`src/rtl/pipe_hazard_ctrl.sv`:
```
// pipe_hazard_ctrl: control and hazard unit for a 5-stage RV32I/RV32E pipeline.
// Decodes D-stage fields, tracks E/M/W control state, and drives forwarding
// selects, stage holds, PC redirect and data-memory/write-back controls.
// The RV32M_EN macro builds the multi-cycle divide sequencer and the
// inst[25] (f7_0) decode. Without it, E_mdu_start is tied low and the
// divide freeze never asserts.
//
// Divide sequencer states:
//   S_IDLE | no divide running; a divide arriving in E launches one
//   S_RUN  | divide in progress; E frozen until the counter reaches 0
module pipe_hazard_ctrl #(
    parameter int RF_AW      = 5,
    parameter int DIV_CYCLES = 32
) (
    input  logic             clk,
    input  logic             rst,
    input  logic [4:0]       D_opcode,
    input  logic [2:0]       D_func3,
    input  logic             D_func7,
    input  logic             D_func7_0,
    input  logic [RF_AW-1:0] D_rd,
    input  logic [RF_AW-1:0] D_rs1,
    input  logic [RF_AW-1:0] D_rs2,
    input  logic             E_alu_bit0,
    input  logic             im_ready,
    input  logic             dm_ready,
    output logic             next_pc_sel,
    output logic             F_stall,
    output logic             D_stall,
    output logic             D_rs1_sel,
    output logic             D_rs2_sel,
    output logic [1:0]       E_rs1_sel,
    output logic [1:0]       E_rs2_sel,
    output logic             E_jb_op1_sel,
    output logic             E_alu_op1_sel,
    output logic             E_alu_op2_sel,
    output logic [4:0]       E_op,
    output logic [2:0]       E_f3,
    output logic             E_f7,
    output logic             E_mdu_start,
    output logic             M_dm_req,
    output logic [3:0]       M_dm_w_en,
    output logic             W_wb_en,
    output logic [RF_AW-1:0] W_rd,
    output logic [2:0]       W_f3,
    output logic             W_wb_data_sel
);

    localparam logic [4:0] OPC_LOAD   = 5'b00000;
    localparam logic [4:0] OPC_STORE  = 5'b01000;
    localparam logic [4:0] OPC_BRANCH = 5'b11000;
    localparam logic [4:0] OPC_JAL    = 5'b11011;
    localparam logic [4:0] OPC_JALR   = 5'b11001;
    localparam logic [4:0] OPC_OPIMM  = 5'b00100;
    localparam logic [4:0] OPC_OP     = 5'b01100;
    localparam logic [4:0] OPC_LUI    = 5'b01101;
    localparam logic [4:0] OPC_AUIPC  = 5'b00101;
    localparam logic [4:0] OPC_NOP    = OPC_OPIMM;

    function automatic logic uses_rs1(input logic [4:0] op);
        return op inside {OPC_JALR, OPC_BRANCH, OPC_LOAD, OPC_STORE, OPC_OPIMM, OPC_OP};
    endfunction

    function automatic logic uses_rs2(input logic [4:0] op);
        return op inside {OPC_BRANCH, OPC_STORE, OPC_OP};
    endfunction

    function automatic logic writes_rd(input logic [4:0] op);
        return op inside {OPC_LUI, OPC_AUIPC, OPC_JAL, OPC_JALR, OPC_LOAD, OPC_OPIMM, OPC_OP};
    endfunction

    logic [4:0]       r_E_op;
    logic [2:0]       r_E_f3;
    logic             r_E_f7;
    logic             r_E_f7_0;
    logic [RF_AW-1:0] r_E_rd;
    logic [RF_AW-1:0] r_E_rs1;
    logic [RF_AW-1:0] r_E_rs2;
    logic [4:0]       r_M_op;
    logic [2:0]       r_M_f3;
    logic [RF_AW-1:0] r_M_rd;
    logic [4:0]       r_W_op;
    logic [2:0]       r_W_f3;
    logic [RF_AW-1:0] r_W_rd;

    logic w_dm_wait;
    logic w_div_frz;
    logic w_flush;
    logic w_load_use;
    logic w_im_wait;
    logic w_M_wr;
    logic w_W_wr;

    // Hazard sources. A redirect only takes effect when E is actually moving on.
    assign w_dm_wait  = M_dm_req & ~dm_ready;
    assign w_flush    = ~w_dm_wait & ~w_div_frz &
                        ((r_E_op == OPC_JAL) | (r_E_op == OPC_JALR) |
                         ((r_E_op == OPC_BRANCH) & E_alu_bit0));
    assign w_load_use = (r_E_op == OPC_LOAD) & (r_E_rd != '0) &
                        ((uses_rs1(D_opcode) & (D_rs1 == r_E_rd)) |
                         (uses_rs2(D_opcode) & (D_rs2 == r_E_rd)));
    assign w_im_wait  = ~im_ready;

    assign next_pc_sel = ~w_flush;
    assign F_stall     = w_dm_wait | w_div_frz | (~w_flush & (w_load_use | w_im_wait));
    assign D_stall     = F_stall;

    // Forwarding: E prefers the younger M result, then W; D only sees W.
    assign w_M_wr = writes_rd(r_M_op);
    assign w_W_wr = writes_rd(r_W_op);

    assign E_rs1_sel = (!uses_rs1(r_E_op) || r_E_rs1 == '0)  ? 2'd2 :
                       (w_M_wr && r_M_rd == r_E_rs1)         ? 2'd1 :
                       (w_W_wr && r_W_rd == r_E_rs1)         ? 2'd0 : 2'd2;
    assign E_rs2_sel = (!uses_rs2(r_E_op) || r_E_rs2 == '0)  ? 2'd2 :
                       (w_M_wr && r_M_rd == r_E_rs2)         ? 2'd1 :
                       (w_W_wr && r_W_rd == r_E_rs2)         ? 2'd0 : 2'd2;
    assign D_rs1_sel = uses_rs1(D_opcode) && D_rs1 != '0 && w_W_wr && r_W_rd == D_rs1;
    assign D_rs2_sel = uses_rs2(D_opcode) && D_rs2 != '0 && w_W_wr && r_W_rd == D_rs2;

    // Datapath operand selects: jump base is PC except for JALR; ALU op1 is PC
    // for AUIPC/JAL/JALR; ALU op2 is the immediate except for OP and BRANCH.
    assign E_jb_op1_sel  = (r_E_op != OPC_JALR);
    assign E_alu_op1_sel = (r_E_op == OPC_AUIPC) | (r_E_op == OPC_JAL) | (r_E_op == OPC_JALR);
    assign E_alu_op2_sel = ~((r_E_op == OPC_OP) | (r_E_op == OPC_BRANCH));
    assign E_op = r_E_op;
    assign E_f3 = r_E_f3;
    assign E_f7 = r_E_f7;

    // Byte enables follow f3 size; dm_ready does not gate them.
    assign M_dm_req  = (r_M_op == OPC_LOAD) | (r_M_op == OPC_STORE);
    assign M_dm_w_en = (r_M_op == OPC_STORE) ?
                       {r_M_f3[1], r_M_f3[1], r_M_f3[1] | r_M_f3[0], 1'b1} : 4'b0000;

    assign W_wb_en       = w_W_wr & (r_W_rd != '0);
    assign W_rd          = r_W_rd;
    assign W_f3          = r_W_f3;
    assign W_wb_data_sel = (r_W_op == OPC_LOAD);

    // E stage register: held by memory wait or divide, bubbled by redirect/stalls.
    always_ff @(posedge clk or posedge rst) begin
        if (rst) begin
            r_E_op   <= OPC_NOP;
            r_E_f3   <= '0;
            r_E_f7   <= 1'b0;
            r_E_f7_0 <= 1'b0;
            r_E_rd   <= '0;
            r_E_rs1  <= '0;
            r_E_rs2  <= '0;
        end else if (w_dm_wait || w_div_frz) begin
            r_E_op   <= r_E_op;
        end else if (w_flush || w_load_use || w_im_wait) begin
            r_E_op   <= OPC_NOP;
            r_E_f3   <= '0;
            r_E_f7   <= 1'b0;
            r_E_f7_0 <= 1'b0;
            r_E_rd   <= '0;
            r_E_rs1  <= '0;
            r_E_rs2  <= '0;
        end else begin
            r_E_op   <= D_opcode;
            r_E_f3   <= D_func3;
            r_E_f7   <= D_func7;
            r_E_f7_0 <= D_func7_0;
            r_E_rd   <= D_rd;
            r_E_rs1  <= D_rs1;
            r_E_rs2  <= D_rs2;
        end
    end

    // M stage register: held by memory wait, bubbled while a divide freezes E.
    always_ff @(posedge clk or posedge rst) begin
        if (rst) begin
            r_M_op <= OPC_NOP;
            r_M_f3 <= '0;
            r_M_rd <= '0;
        end else if (w_dm_wait) begin
            r_M_op <= r_M_op;
        end else if (w_div_frz) begin
            r_M_op <= OPC_NOP;
            r_M_f3 <= '0;
            r_M_rd <= '0;
        end else begin
            r_M_op <= r_E_op;
            r_M_f3 <= r_E_f3;
            r_M_rd <= r_E_rd;
        end
    end

    // W stage register: a bubble enters while M waits on data memory.
    always_ff @(posedge clk or posedge rst) begin
        if (rst) begin
            r_W_op <= OPC_NOP;
            r_W_f3 <= '0;
            r_W_rd <= '0;
        end else if (w_dm_wait) begin
            r_W_op <= OPC_NOP;
            r_W_f3 <= '0;
            r_W_rd <= '0;
        end else begin
            r_W_op <= r_M_op;
            r_W_f3 <= r_M_f3;
            r_W_rd <= r_M_rd;
        end
    end

`ifdef RV32M_EN
    localparam int CNT_W = $clog2(DIV_CYCLES);
    localparam logic [CNT_W-1:0] CNT_LOAD = CNT_W'(DIV_CYCLES - 2);

    typedef enum logic {S_IDLE, S_RUN} div_state_t;

    div_state_t       r_div_state;
    div_state_t       w_div_state_nx;
    logic [CNT_W-1:0] r_div_cnt;
    logic [CNT_W-1:0] w_div_cnt_nx;
    logic             w_is_div;

    assign w_is_div = (r_E_op == OPC_OP) & r_E_f7_0 & r_E_f3[2];

    // Sequencer state and residency counter.
    always_ff @(posedge clk or posedge rst) begin
        if (rst) begin
            r_div_state <= S_IDLE;
            r_div_cnt   <= '0;
        end else begin
            r_div_state <= w_div_state_nx;
            r_div_cnt   <= w_div_cnt_nx;
        end
    end

    // Launch on entry to E, freeze until count expires, release once E advances.
    always_comb begin
        w_div_state_nx = r_div_state;
        w_div_cnt_nx   = r_div_cnt;
        E_mdu_start    = 1'b0;
        w_div_frz      = 1'b0;
        case (r_div_state)
            S_IDLE: begin
                if (w_is_div) begin
                    E_mdu_start    = 1'b1;
                    w_div_frz      = 1'b1;
                    w_div_cnt_nx   = CNT_LOAD;
                    w_div_state_nx = S_RUN;
                end
            end
            S_RUN: begin
                if (r_div_cnt != '0) begin
                    w_div_cnt_nx = r_div_cnt - CNT_W'(1);
                    w_div_frz    = 1'b1;
                end else if (!w_dm_wait) begin
                    w_div_state_nx = S_IDLE;
                end
            end
            default: w_div_state_nx = S_IDLE;
        endcase
    end
`else
    logic w_unused_f7_0;

    assign E_mdu_start   = 1'b0;
    assign w_div_frz     = 1'b0;
    assign w_unused_f7_0 = r_E_f7_0;
`endif

endmodule

```
`config.mk`:
```
export PLATFORM = sky130hd
export DESIGN_NAME = pipe_hazard_ctrl
export DESIGN_NICKNAME = d
export VERILOG_FILES = /design/src/rtl/pipe_hazard_ctrl.sv
export SDC_FILE = /design/constraint.sdc
export NUM_CORES = 1
export LEC_CHECK = 0
export ABC_AREA = 1
export BUFFER_PORTS_ARGS = -buffer_cell sky130_fd_sc_hd__buf_4
export CAP_MARGIN = 20
export CORE_AREA = 4 4 79 81
export DETAILED_ROUTE_END_ITERATION = 8
export DIE_AREA = 0 0 83 85
export GPL_ROUTABILITY_DRIVEN = 0
export PLACE_DENSITY = 0.74
export REMOVE_ABC_BUFFERS = 1
export SETUP_SLACK_MARGIN = 0.4
export SKIP_CTS_REPAIR_TIMING = 1
export SLEW_MARGIN = 5
export SYNTH_ARGS = -nofsm -noshare
export SYNTH_HDL_FRONTEND = slang
export SYNTH_SLANG_ARGS = --single-unit
```
`constraint.sdc`:
```
create_clock -name clk -period 1.7 [get_ports clk]
set_input_delay 0.17 -clock clk [delete_from_list [all_inputs] [get_ports clk]]
set_output_delay 0.17 -clock clk [all_outputs]
set_load 0.1 [all_outputs]
```
Yosys cells after proc, flatten, opt, wreduce, memory -nomap -nowiden

Index checks and enable logic that the tools add are counted.
W data, S select, Z words.

Register bits: 50
Input bits: 30
Output and inout bits: 37
Logic and storage cells: 118

Eq/ne operators: 34
Mux-type cells: 16
Bitwise logic cells: 24
Reductions and logical operators: 32

Operator list:

| kind                 | count |
|---|---|
| $eq A5 B4 Y1 const B | 9 |
| $eq A5 B5 Y1 const B | 9 |
| $eq A5 B5 Y1         | 8 |
| $eq A5 B3 Y1 const B | 7 |
| $logic_not A5 Y1     | 6 |
| $mux W5              | 6 |
| $reduce_bool A5 Y1   | 4 |
| $reduce_bool A7 Y1   | 2 |
| $mux W2              | 6 |
| $reduce_bool A6 Y1   | 2 |
| $logic_and A1 B1 Y1  | 10 |
| $or A1 B1 Y1         | 10 |
| $and A1 B1 Y1        | 9 |
| $mux W3              | 2 |
| $reduce_bool A3 Y1   | 2 |
| $ne A5 B5 Y1 const B | 1 |
| $not A1 Y1           | 5 |
| $logic_or A1 B1 Y1   | 4 |
| $mux W4              | 1 |
| $logic_not A1 Y1     | 2 |
| $mux W1              | 1 |

Depth between registers and ports, before layout

Gate-level depths: netlist of run 1.

Depth in word-level cells: 8
Depth in mapped cells: 12
Gate-level depth less buffers: 12

Worst setup path after synthesis of run 1

No wires, ideal clock.

Path type: reg2out
Start: register r_M_op[0]
End: output M_dm_w_en[3]
Arrival: 3.922 ns
Data required time: 1.530 ns
Slack: -2.392 ns
Stages on the path, launching flop included: 7
Buffers on the path: 1
Path through: dfrtp_1 nor2_2 nand2_1 nor2_1 inv_1 nor2_1 buf_4

Longest elaborated chain between the ends: 2

RTL lines:

| item                     | line | text |
|---|---|---|
| start: declaration       | 79   | `logic [4:0] r_M_op;` |
| start signal: assignment | 178  | `r_M_op <= r_M_op;` |
| start signal: assignment | 184  | `r_M_op <= r_E_op;` |
| $eq A5 B4 Y1             | 132  | `assign M_dm_w_en = (r_M_op == OPC_STORE) ?` |
| $mux W4                  | 132  |  |
| end: declaration         | 42   | `output logic [3:0] M_dm_w_en,` |

Every way passes these cells.

Final worst setup path of run 1

Start: register r_E_op[2] (netlist: E_op[2])
End: output next_pc_sel

Longest elaborated chain between the ends: 5
Elaborated cells on any way between the ends: 8
Classes of those cells: 3 x eq/ne; 5 x bitwise

RTL lines:

| item                                                 | line   | text |
|---|---|---|
| start: declaration                                   | 72     | `logic [4:0] r_E_op;` |
| start signal: assignment                             | 151    | `r_E_op <= r_E_op;` |
| start signal: assignment                             | 161    | `r_E_op <= D_opcode;` |
| $eq A5 B5 Y1, on equally long branches               | 97, 98 |  |
| $or A1 B1 Y1 / $and A1 B1 Y1 (equally long branches) | 97, 98 |  |
| $or A1 B1 Y1 (*)                                     | 97     | `((r_E_op == OPC_JAL) \| (r_E_op == OPC_JALR) \|` |
| $and A1 B1 Y1 (*)                                    | 96     | `assign w_flush = ~w_dm_wait & ~w_div_frz &` |
| $not A1 Y1 (*)                                       | 104    | `assign next_pc_sel = ~w_flush;` |
| end: declaration                                     | 27     | `output logic next_pc_sel,` |

Every way passes the cells marked *; elsewhere a longest branch is shown, timed or not.

==> metrics.yaml, run 1 <==
worstPathRequired_ps: 1530
ys_top_cells_by_count: "99 x nand2_1, 64 x inv_1, 47 x dfrtp_1"
syn_to_final_growth_pct: 47.8
worstPathCellList: "inv_4 -> nand2_4 -> nor2_4 -> nand2_2 -> a21oi_4 -> buf_4 -> inv_2 -> buf_12"
fin_ws_ps: -264
avgSynthCellArea_um2: 7.26
cts_max_path_buffers: 2
drt_iter0_drc: 219
die-height_um: 85
rsz0062_at_grt: "yes"
fmax_ghz: 0.509
core_area_um2: 5470
diodes: 0
antenna_found_initial: 0
setup-violations-final: 15
critical_path_class: "reg -> out"
cp_slowest_cell: "dfstp_2"
synth_area_um2: 2930
wirelength_um: 8510
violations: "negative setup slack"
cts_made_buffers: 5
drt-vias-per-instance: 5.35
async_flop_share_pct: 100
cts_tree: "done"
ir_worst_vdd_mv: 0.465
yosys_register_bits: 50
finalInstanceArea_um2: 4320
io_pins: 67
hp-start: "dm_ready"
p_leak_nw: 2.25
grt_max_degree: 33
multiInputGateArea_um2: 1530
grt_pass1_wl_um: 12600
yosysUniqueCellTypes: 31
finalClockSkew_ps: 5.05
drc: 0
synth_area_leader_cell: "dfrtp_1"
grt_pass1_vias: 2696
endpoint_kind: "primary output"
grt_util_all_layers_pct: 21.8
io_buffers: 64
maxSlewViolCount: 0
regArea_um2: 1260
cts.clk_slew.worst_paths_ps: 90
final_nets: 517
num_vias: 2997
floorplan.die_area_um2: 7060
htreeDepth: 2
start_util_pct: 53.5
hpwlAfterDp_um: 5630
wl_per_cell_um: 15.2
final_layout_size_suffix_gt1_share_pct: 36.9
synth.most_common_cell: "nand2_1"
period_share_pct: 116
status: "finished with violations"
reg2reg_from: "E_op[2]$_DFFE_PP1N_"
crit_start: "E_op[2]$_DFFE_PP1N_"
ys_seq_area_share_pct: 42.9
clk_latency_ps: 300
grt.overflow.total: 0
hp-class: "in -> reg"
worstPathMaxFanout: 5
finalHoldViolations: 0
first_pass_iters: 5
die_x_um: 83
powerDensity_nw_per_um2: 842
synth_enable_flop_cells: 0
fillers: 352
ys.warnings.count: 0
drv_cap: 0
ys_top_cells_by_area: "dfrtp_1 40%, nand2_1 13%, inv_1 8.2%, nand3_1 6.0%, nor2_1 5.9%"
whs_ps: 87.6
ant_nets: 0
worstPathArrival_ps: 1790
ys.flop_type: "dfrtp_1"
cts_root_buf: "clkbuf_8"
clock-sinks: 50
synth_top_area_share_pct: 40.2
placed_area_um2: 3550
critPathLaunchType: "flop"
max_stage_delay_ps: 400
fp-row-count: 27
synth_cells: 403
min_period_ps: 1960
per-layer routing:
layer / global-route usage [%] / up-vias / wire length (µm)
met5: 0 / - / 0
met1: 27.7 / 1422 / 3360
met2: 37.8 / 132 / 4370
li1: - / 1418 / -
met3: 3.59 / 25 / 551
met4: 7.58 / 0 / 233
worst paths after layout:
check                           slack, ps                     to  cells past startpoint
worst max-delay path                 -260            next_pc_sel                      8
worst min-delay path                   90  r_M_op[3]$_DFFE_PP0N_                      2
worst max register to register        -10    E_op[3]$_DFFE_PP0N_                     10
worst min register to register        430    r_W_op[0]$_DFF_PP0_                      0
max in group asynchronous             690    E_op[2]$_DFFE_PP1N_                      4
min in group asynchronous             430    E_op[1]$_DFFE_PP0N_                      3
stage by stage:
stage	setup slack [ps]	TNS [ps]	std cells	util (%)	power [mW]
after floorplan	-3780	-64960	383	-	2.22
after global placement	1.08	0	538	64.9	2.53
after detailed placement	-54.7	-106	538	64.9	2.55
after CTS	-397	-3300	546	67.0	3.41
after global routing	-359	-5030	560	79.0	3.79
final	-264	-2240	560	79.0	3.64
sequential cells by signal, summed over array words and instances (netlist names):
signal	cells
E_op	5
r_W_op	5
r_M_op	5
W_f3	3
E_f3	3
r_E_rs2	5
r_E_rd	5
r_M_f3	3
E_f7	1
r_E_rs1	5
W_rd	5
r_M_rd	5
cells by family (layout without fill, tap and decap cells):
group	after synthesis	after routing	share of synthesized area [%]
and+or+nand+nor	202	202	29.2
buffers and inverters	87	172	12.4
DFF	50	50	42.9
AOI/OAI and AO/OA	37	37	7.57
xor gates and xnor gates	26	26	7.78
other	1	1	0.128
area by class of cell:
class | count | area share (%)
multi-input cells | 266 | 35.4
flip-flops and latches | 50 | 29.2
repair buffers | 97 | 24.7
inverters | 67 | 5.93
well taps | 72 | 2.08
clock buffers | 7 | 2.00
clock inverters | 1 | 0.694
layout by cell type, fill, tap and decap left out, types with 6 or more instances in the layout:
| cell | instances |
|---|---|
| nor2_4 | 9 |
| nand3_2 | 6 |
| inv_1 | 51 |
| nand2_2 | 10 |
| inv_2 | 14 |
| buf_12 | 22 |
| buf_6 | 15 |
| xor2_1 | 17 |
| dfrtp_1 | 41 |
| o21ai_0 | 11 |
| clkbuf_8 | 6 |
| nor3_1 | 9 |
| nand2_1 | 89 |
| xnor2_1 | 9 |
| buf_4 | 58 |
| o21ai_1 | 6 |
| nand3_1 | 29 |
| nor2_2 | 15 |
| dfrtp_2 | 6 |
| nor2_1 | 24 |
where the power goes:
part / leakage (nW) / switching (mW) / internal [mW] / total, mW
Combinational: 1.56 / 0.878 / 0.456 / 1.33
Sequential: 0.632 / 0.128 / 1.30 / 1.43
Clock: 0.0585 / 0.401 / 0.480 / 0.881
worst max-delay path, delay by kind of cell (launching register included):
| kind | cells | cell delay, ps |
|---|---|---|
| and+or+nand+nor | 3 | 390 |
| DFF | 1 | 400 |
| buffers and inverters | 4 | 450 |
| AOI/OAI and AO/OA | 1 | 240 |
Note: power is estimated with default switching activity, not from simulation.
==> run 2: changes to the inputs <==
--- a/config.mk
+++ b/config.mk
@@ -8,11 +8,11 @@
 export ABC_AREA = 1
 export BUFFER_PORTS_ARGS = -buffer_cell sky130_fd_sc_hd__buf_4
 export CAP_MARGIN = 20
-export CORE_AREA = 4 4 79 81
+export CORE_AREA = 4 4 102 85
 export DETAILED_ROUTE_END_ITERATION = 8
-export DIE_AREA = 0 0 83 85
+export DIE_AREA = 0 0 106 89
 export GPL_ROUTABILITY_DRIVEN = 0
-export PLACE_DENSITY = 0.74
+export PLACE_DENSITY = 0.56
 export REMOVE_ABC_BUFFERS = 1
 export SETUP_SLACK_MARGIN = 0.4
 export SKIP_CTS_REPAIR_TIMING = 1
==> metrics.yaml, run 2 (same netlist as run 1, synthesis figures left out) <==
io_pins: 67  # unchanged
min_period_ps: 2040  # was 1960 ps
htreeDepth: 2  # unchanged
die_x_um: 106  # was 83 µm
worstPathRequired_ps: 1530  # about the same
tightest_slew_ps: 549
switching_power_mw: 1.58  # was 1.41 mW
cts_max_path_buffers: 2  # unchanged
rsz0062_at_grt: "yes"  # unchanged
hold_depth: 2  # unchanged
fmax_ghz: 0.489  # was 0.509 GHz
cts_root_buf: "clkbuf_8"  # unchanged
combPwrFrac_pct: 40.0  # was 36.6%
p_leak_nw: 2.53  # was 2.25 nW
swShare_pct: 40.2  # was 38.6%
num_vias: 3124  # was 2997
reg2regPathDepth: 12  # was 10
reg2reg_to: "r_E_rs2[2]$_DFFE_PP0N_"  # was E_op[3]$_DFFE_PP0N_
critical_path_class: "reg -> out"  # unchanged
grt_pass1_wl_um: 13200  # was 12600 µm
hold_path_end: "r_M_op[3]$_DFFE_PP0N_"  # unchanged
final_common_cell: "buf_4"  # was nand2_1
cp_slowest_cell: "dfrtp_1"  # was dfstp_2
cts_made_buffers: 5  # unchanged
drc: 0  # unchanged
clk_latency_ps: 320  # was 300 ps
grt_max_degree: 29  # was 33
endpoint_kind: "primary output"  # unchanged
syn_to_final_growth_pct: 70.0  # was 47.8%
drt_iter0_drc: 221  # was 219
diodes: 0  # unchanged
die-height_um: 89  # was 85 µm
cp_common_cell: "nand2_2"
start_util_pct: 38.0  # was 53.5%
violations: "negative setup slack"  # unchanged
io_buffers: 64  # unchanged
p_clk_share_pct: 23.3  # was 24.2%
fillers: 646  # was 352
ir_worst_vdd_mv: 0.395  # was 0.465 mV
pre_cts_ws_ps: -4.01  # was -54.7 ps
grt_util_all_layers_pct: 17.7  # was 21.8%
clock-sinks: 50  # unchanged
ant_nets: 0  # unchanged
hp-class: "in -> reg"  # unchanged
worstPathCellList: "nor2_2 -> nand2_2 -> nor3_2 -> buf_4 -> inv_8 -> nand2_2 -> inv_4 -> a21oi_4 -> buf_12"  # was inv_4 -> nand2_4 -> nor2_4 -> nand2_2 -> a21oi_4 -> buf_4 -> inv_2 -> buf_12
utilization_pct: 64.7  # was 79.0%
finalHoldViolations: 0  # unchanged
wl_per_cell_um: 16.4  # was 15.2 µm
path_delay_family: "buffers and inverters"  # unchanged
max_stage_delay_ps: 400  # about the same
relSlewSlack_pct: 63.2
layout_common_cells: "67 x buf_4, 66 x nand2_1, 40 x dfrtp_1"  # was 89 x nand2_1, 58 x buf_4, 51 x inv_1
antenna_found_initial: 0  # unchanged
drv_cap: 0  # unchanged
p_int_mw: 2.35  # was 2.24 mW
worstPathArrival_ps: 1870  # was 1790 ps
floorplan.die_area_um2: 9430  # was 7060 µm²
setup_tns_ps: -5690  # was -2240 ps
drt-vias-per-instance: 5.01  # was 5.35
fp-row-count: 29  # was 27
wirelength_um: 10200  # was 8510 µm
cts.clk_slew.worst_paths_ps: 110  # was 90 ps
grt_pass1_vias: 2674  # was 2696
seqPwrFrac_pct: 36.7  # was 39.2%
powerDensity_nw_per_um2: 790  # was 842 nW/µm²
period_share_pct: 120  # was 116%
maxSlewViolCount: 0  # unchanged
cts_tree: "done"  # unchanged
core_area_um2: 7690  # was 5470 µm²
critPathLaunchType: "flop"  # unchanged
finalClockSkew_ps: 14.7  # was 5.05 ps
grt.overflow.total: 0  # unchanged
hpwlAfterDp_um: 5990  # was 5630 µm
status: "finished with violations"  # unchanged
final_layout_size_suffix_gt1_share_pct: 49.8  # was 36.9%
final_nets: 545  # was 517
crit_start: "r_M_op[1]$_DFFE_PP0N_"  # was E_op[2]$_DFFE_PP1N_
setup-violations-final: 29  # was 15
reg2reg_from: "r_M_op[2]$_DFFE_PP1N_"  # was E_op[2]$_DFFE_PP1N_
hp-start: "dm_ready"  # unchanged
fin_ws_ps: -343  # was -264 ps
worst-path-buf-inv: 4  # unchanged
r2r_setup_slack_ps: -260  # was -10 ps
first_pass_iters: 4  # was 5
worstPathMaxFanout: 4  # was 5
[run 2: layer usage]
metal  vias up  share of wire, %  GRT usage (%)
met5         -                 0              0
met4         0               1.7           4.12
met3        21               6.2           2.89
met2       128                50           29.9
met1      1509                42           24.2
li1       1466                 -              -
[run 2: power by group through the flow]
| stage | clock (mW) | sequential (mW) | combinational, mW |
|---|---|---|---|
| after floorplan | 0 | 1.68 | 0.543 |
| after global placement | 0 | 1.43 | 1.13 |
| after detailed placement | 0 | 1.44 | 1.14 |
| after CTS | 0.917 | 1.41 | 1.14 |
| after global routing | 0.961 | 1.46 | 1.66 |
| final | 0.916 | 1.44 | 1.57 |
[run 2: worst max path at each step]
stage / to / slack (ps) / cells past startpoint
floorplan: D_stall / -3780 / 7
global placement: D_stall / -5 / 8
detailed placement: D_stall / -4 / 8
CTS: D_stall / -370 / 8
global route: F_stall / -420 / 9
finish: F_stall / -340 / 9
[run 2: area by class of cell]
class,count,area (µm²),area share [%]
multi-input cells,266,1720,34.6
clock buffers,5,68.8,1.38
repair buffers,125,1470,29.5
clock inverters,3,47.5,0.956
flip-flops and latches,50,1260,25.4
inverters,67,272,5.46
well taps,108,135,2.72
[run 2: worst register-to-register path, cell delays in order (launching register included)]
cell and delay (ps):
dfstp_2 590, buf_6 100, nor3_2 30, buf_4 170, buf_6 130, a21oi_4 180, buf_4 150, buf_6 90
buf_6 100, clkbuf_16 150, nor2_1 40, nand3_1 80, nand2_1 50
[run 2: metrics by stage]
step           area [µm²]  std cells  total power [mW]  hold WS (ps)
3_3_place_gp         3620        581              2.56           240
4_1_cts              3740        589              3.47          -102
5_1_grt              4970        624              4.08          51.7
3_5_place_dp         3620        581              2.57           246
6_report             4970        624              3.93          50.9
2_1_floorplan        2810        383              2.22           282
==> run 3: changes to the inputs <==
--- a/config.mk
+++ b/config.mk
@@ -12,7 +12,7 @@
 export DETAILED_ROUTE_END_ITERATION = 8
 export DIE_AREA = 0 0 106 89
 export GPL_ROUTABILITY_DRIVEN = 0
-export PLACE_DENSITY = 0.56
+export PLACE_DENSITY = 0.58
 export REMOVE_ABC_BUFFERS = 1
 export SETUP_SLACK_MARGIN = 0.4
 export SKIP_CTS_REPAIR_TIMING = 1
==> constraint.sdc (replaced) <==
create_clock -name clk -period 1.66 [get_ports clk]
set_input_delay 0.166 -clock clk [delete_from_list [all_inputs] [get_ports clk]]
set_output_delay 0.166 -clock clk [all_outputs]
set_load 0.1 [all_outputs]
==> metrics.yaml, run 3 (same netlist as run 1, synthesis figures left out) <==
critPathLaunchType: "flop"  # unchanged
fin_ws_ps: -378  # was -343 ps
cts_root_buf: "clkbuf_8"  # unchanged
fp-row-count: 29  # unchanged
syn_to_final_growth_pct: 77.9  # was 70.0%
first_pass_iters: 6  # was 4
final_common_cell: "buf_4"  # unchanged
worstPathMaxFanout: 2  # was 4
rsz0062_at_grt: "yes"  # unchanged
drc: 0  # unchanged
grt.overflow.total: 0  # unchanged
grt_pass1_vias: 2609  # was 2674
ir_worst_vdd_mv: 0.397  # was 0.395 mV
die_x_um: 106  # unchanged
regArea_um2: 1270  # was 1260 µm²
final_layout_size_suffix_gt1_share_pct: 53.0  # was 49.8%
num_vias: 3174  # was 3124
endpoint_kind: "primary output"  # unchanged
maxSlewViolCount: 0  # unchanged
finalInstanceArea_um2: 5200  # was 4970 µm²
hp-class: "in -> reg"  # unchanged
drv_cap: 0  # unchanged
io_buffers: 64  # unchanged
multiInputGateArea_um2: 1820  # was 1720 µm²
placed_area_um2: 3690  # was 3620 µm²
p_leak_nw: 2.60  # was 2.53 nW
io_pins: 67  # unchanged
critical_path_class: "reg -> out"  # unchanged
clock-sinks: 50  # unchanged
grt_pass1_wl_um: 13000  # was 13200 µm
setup-violations-final: 42  # was 29
drt-vias-per-instance: 5.05  # was 5.01
die-height_um: 89  # unchanged
status: "finished with violations"  # unchanged
cts_made_buffers: 5  # unchanged
core_area_um2: 7690  # unchanged
relSlewSlack_pct: 63.4  # was 63.2%
diodes: 0  # unchanged
hpwlAfterDp_um: 5980  # was 5990 µm
grt_util_all_layers_pct: 17.7  # about the same
cts_tree: "done"  # unchanged
layout_common_cells: "59 x buf_4, 58 x nand2_1, 41 x inv_1"  # was 67 x buf_4, 66 x nand2_1, 40 x dfrtp_1
start_util_pct: 38.0  # unchanged
drt_iter0_drc: 235  # was 221
setup_tns_ps: -6720  # was -5690 ps
power_mw: 4.03  # was 3.93 mW
htreeDepth: 2  # unchanged
fillers: 611  # was 646
final_nets: 550  # was 545
grt_max_degree: 51  # was 29
cts.clk_slew.worst_paths_ps: 90  # was 110 ps
tightest_slew_ps: 546  # was 549 ps
antenna_found_initial: 0  # unchanged
ant_nets: 0  # unchanged
wirelength_um: 10500  # was 10200 µm
cts_max_path_buffers: 2  # unchanged
violations: "negative setup slack"  # unchanged
wl_per_cell_um: 16.6  # was 16.4 µm
min_period_ps: 2040
floorplan.die_area_um2: 9430  # unchanged
fmax_ghz: 0.491
powerDensity_nw_per_um2: 775  # was 790 nW/µm²
period_share_pct: 123
finalHoldViolations: 0  # unchanged
dp.cells: 587  # was 581
worstPathRequired_ps: 1490  # was 1530 ps
finalClockSkew_ps: 5.80  # was 14.7 ps
final_cells: 629  # was 624
clk_latency_ps: 320  # about the same
worstPathArrival_ps: 1870  # about the same
==> run 3: cell types whose count changed in the layout (fill, tap and decap cells not counted), moves of 4 or more <==
cell     change
nand2_2     +13
buf_4        -8
nand2_1      -8
buf_6        +7
nand3_1      -7
nand3_2      +6
nor2_4       +6
nand2_4      -5
nor2_2       -5
buf_12       +4
inv_1        +4
inv_2        -4
==> run 3: where the power goes <==
group	leakage [nW]	switching [mW]	internal, mW
clock	0.0514	0.431	0.450
combinational	1.92	1.02	0.656
sequential	0.628	0.148	1.33
==> run 3: path summary, 6_finish.rpt <==
kind | start | to | slack (ps) | depth (start not counted)
max | E_op[0]$_DFFE_PP0N_ | D_stall | -380 | 6
min | dm_ready | r_M_op[3]$_DFFE_PP0N_ | 70 | 2
max reg2reg | E_op[2]$_DFFE_PP1N_ | r_E_rs2[0]$_DFFE_PP0N_ | -170 | 11
min reg2reg | E_f7$_DFFE_PP0N_ | E_f7$_DFFE_PP0N_ | 490 | 2
max in group asynchronous | rst | E_op[2]$_DFFE_PP1N_ | 920 | 4
min in group asynchronous | rst | r_W_op[3]$_DFF_PP0_ | 450 | 4
==> run 3: worst max-delay path: stages, from the launching register on <==
cell     delay (ps)
dfrtp_1         410
nor2_2          200
nand4_1         170
a31oi_1         200
nand2_2         120
a21oi_4         250
buf_12          210
==> run 3: layout make-up <==
| class | instances | area share [%] |
|---|---|---|
| clock inverters | 2 | 0.721 |
| well taps | 108 | 2.60 |
| inverters | 67 | 5.22 |
| clock buffers | 6 | 1.39 |
| multi-input cells | 266 | 34.9 |
| repair buffers | 130 | 30.8 |
| flip-flops and latches | 50 | 24.3 |
==> run 3: stage by stage <==
stage	utilization, %	hold WS (ps)	worst slack [ps]
after detailed placement	48.0	244	-58.7
after global placement	48.0	244	-24.9
after floorplan	-	278	-3810
final	67.7	71.8	-378
after global routing	67.7	64.7	-454
after CTS	49.5	-100	-420
==> run 3: per-layer routing <==
layer,vias up,global-route usage [%],share of wire [%]
li1,1481,-,-
met1,1527,24.6,41
met2,127,28.8,49
met3,39,2.60,5.8
met4,0,5.65,3.9
met5,-,0,0
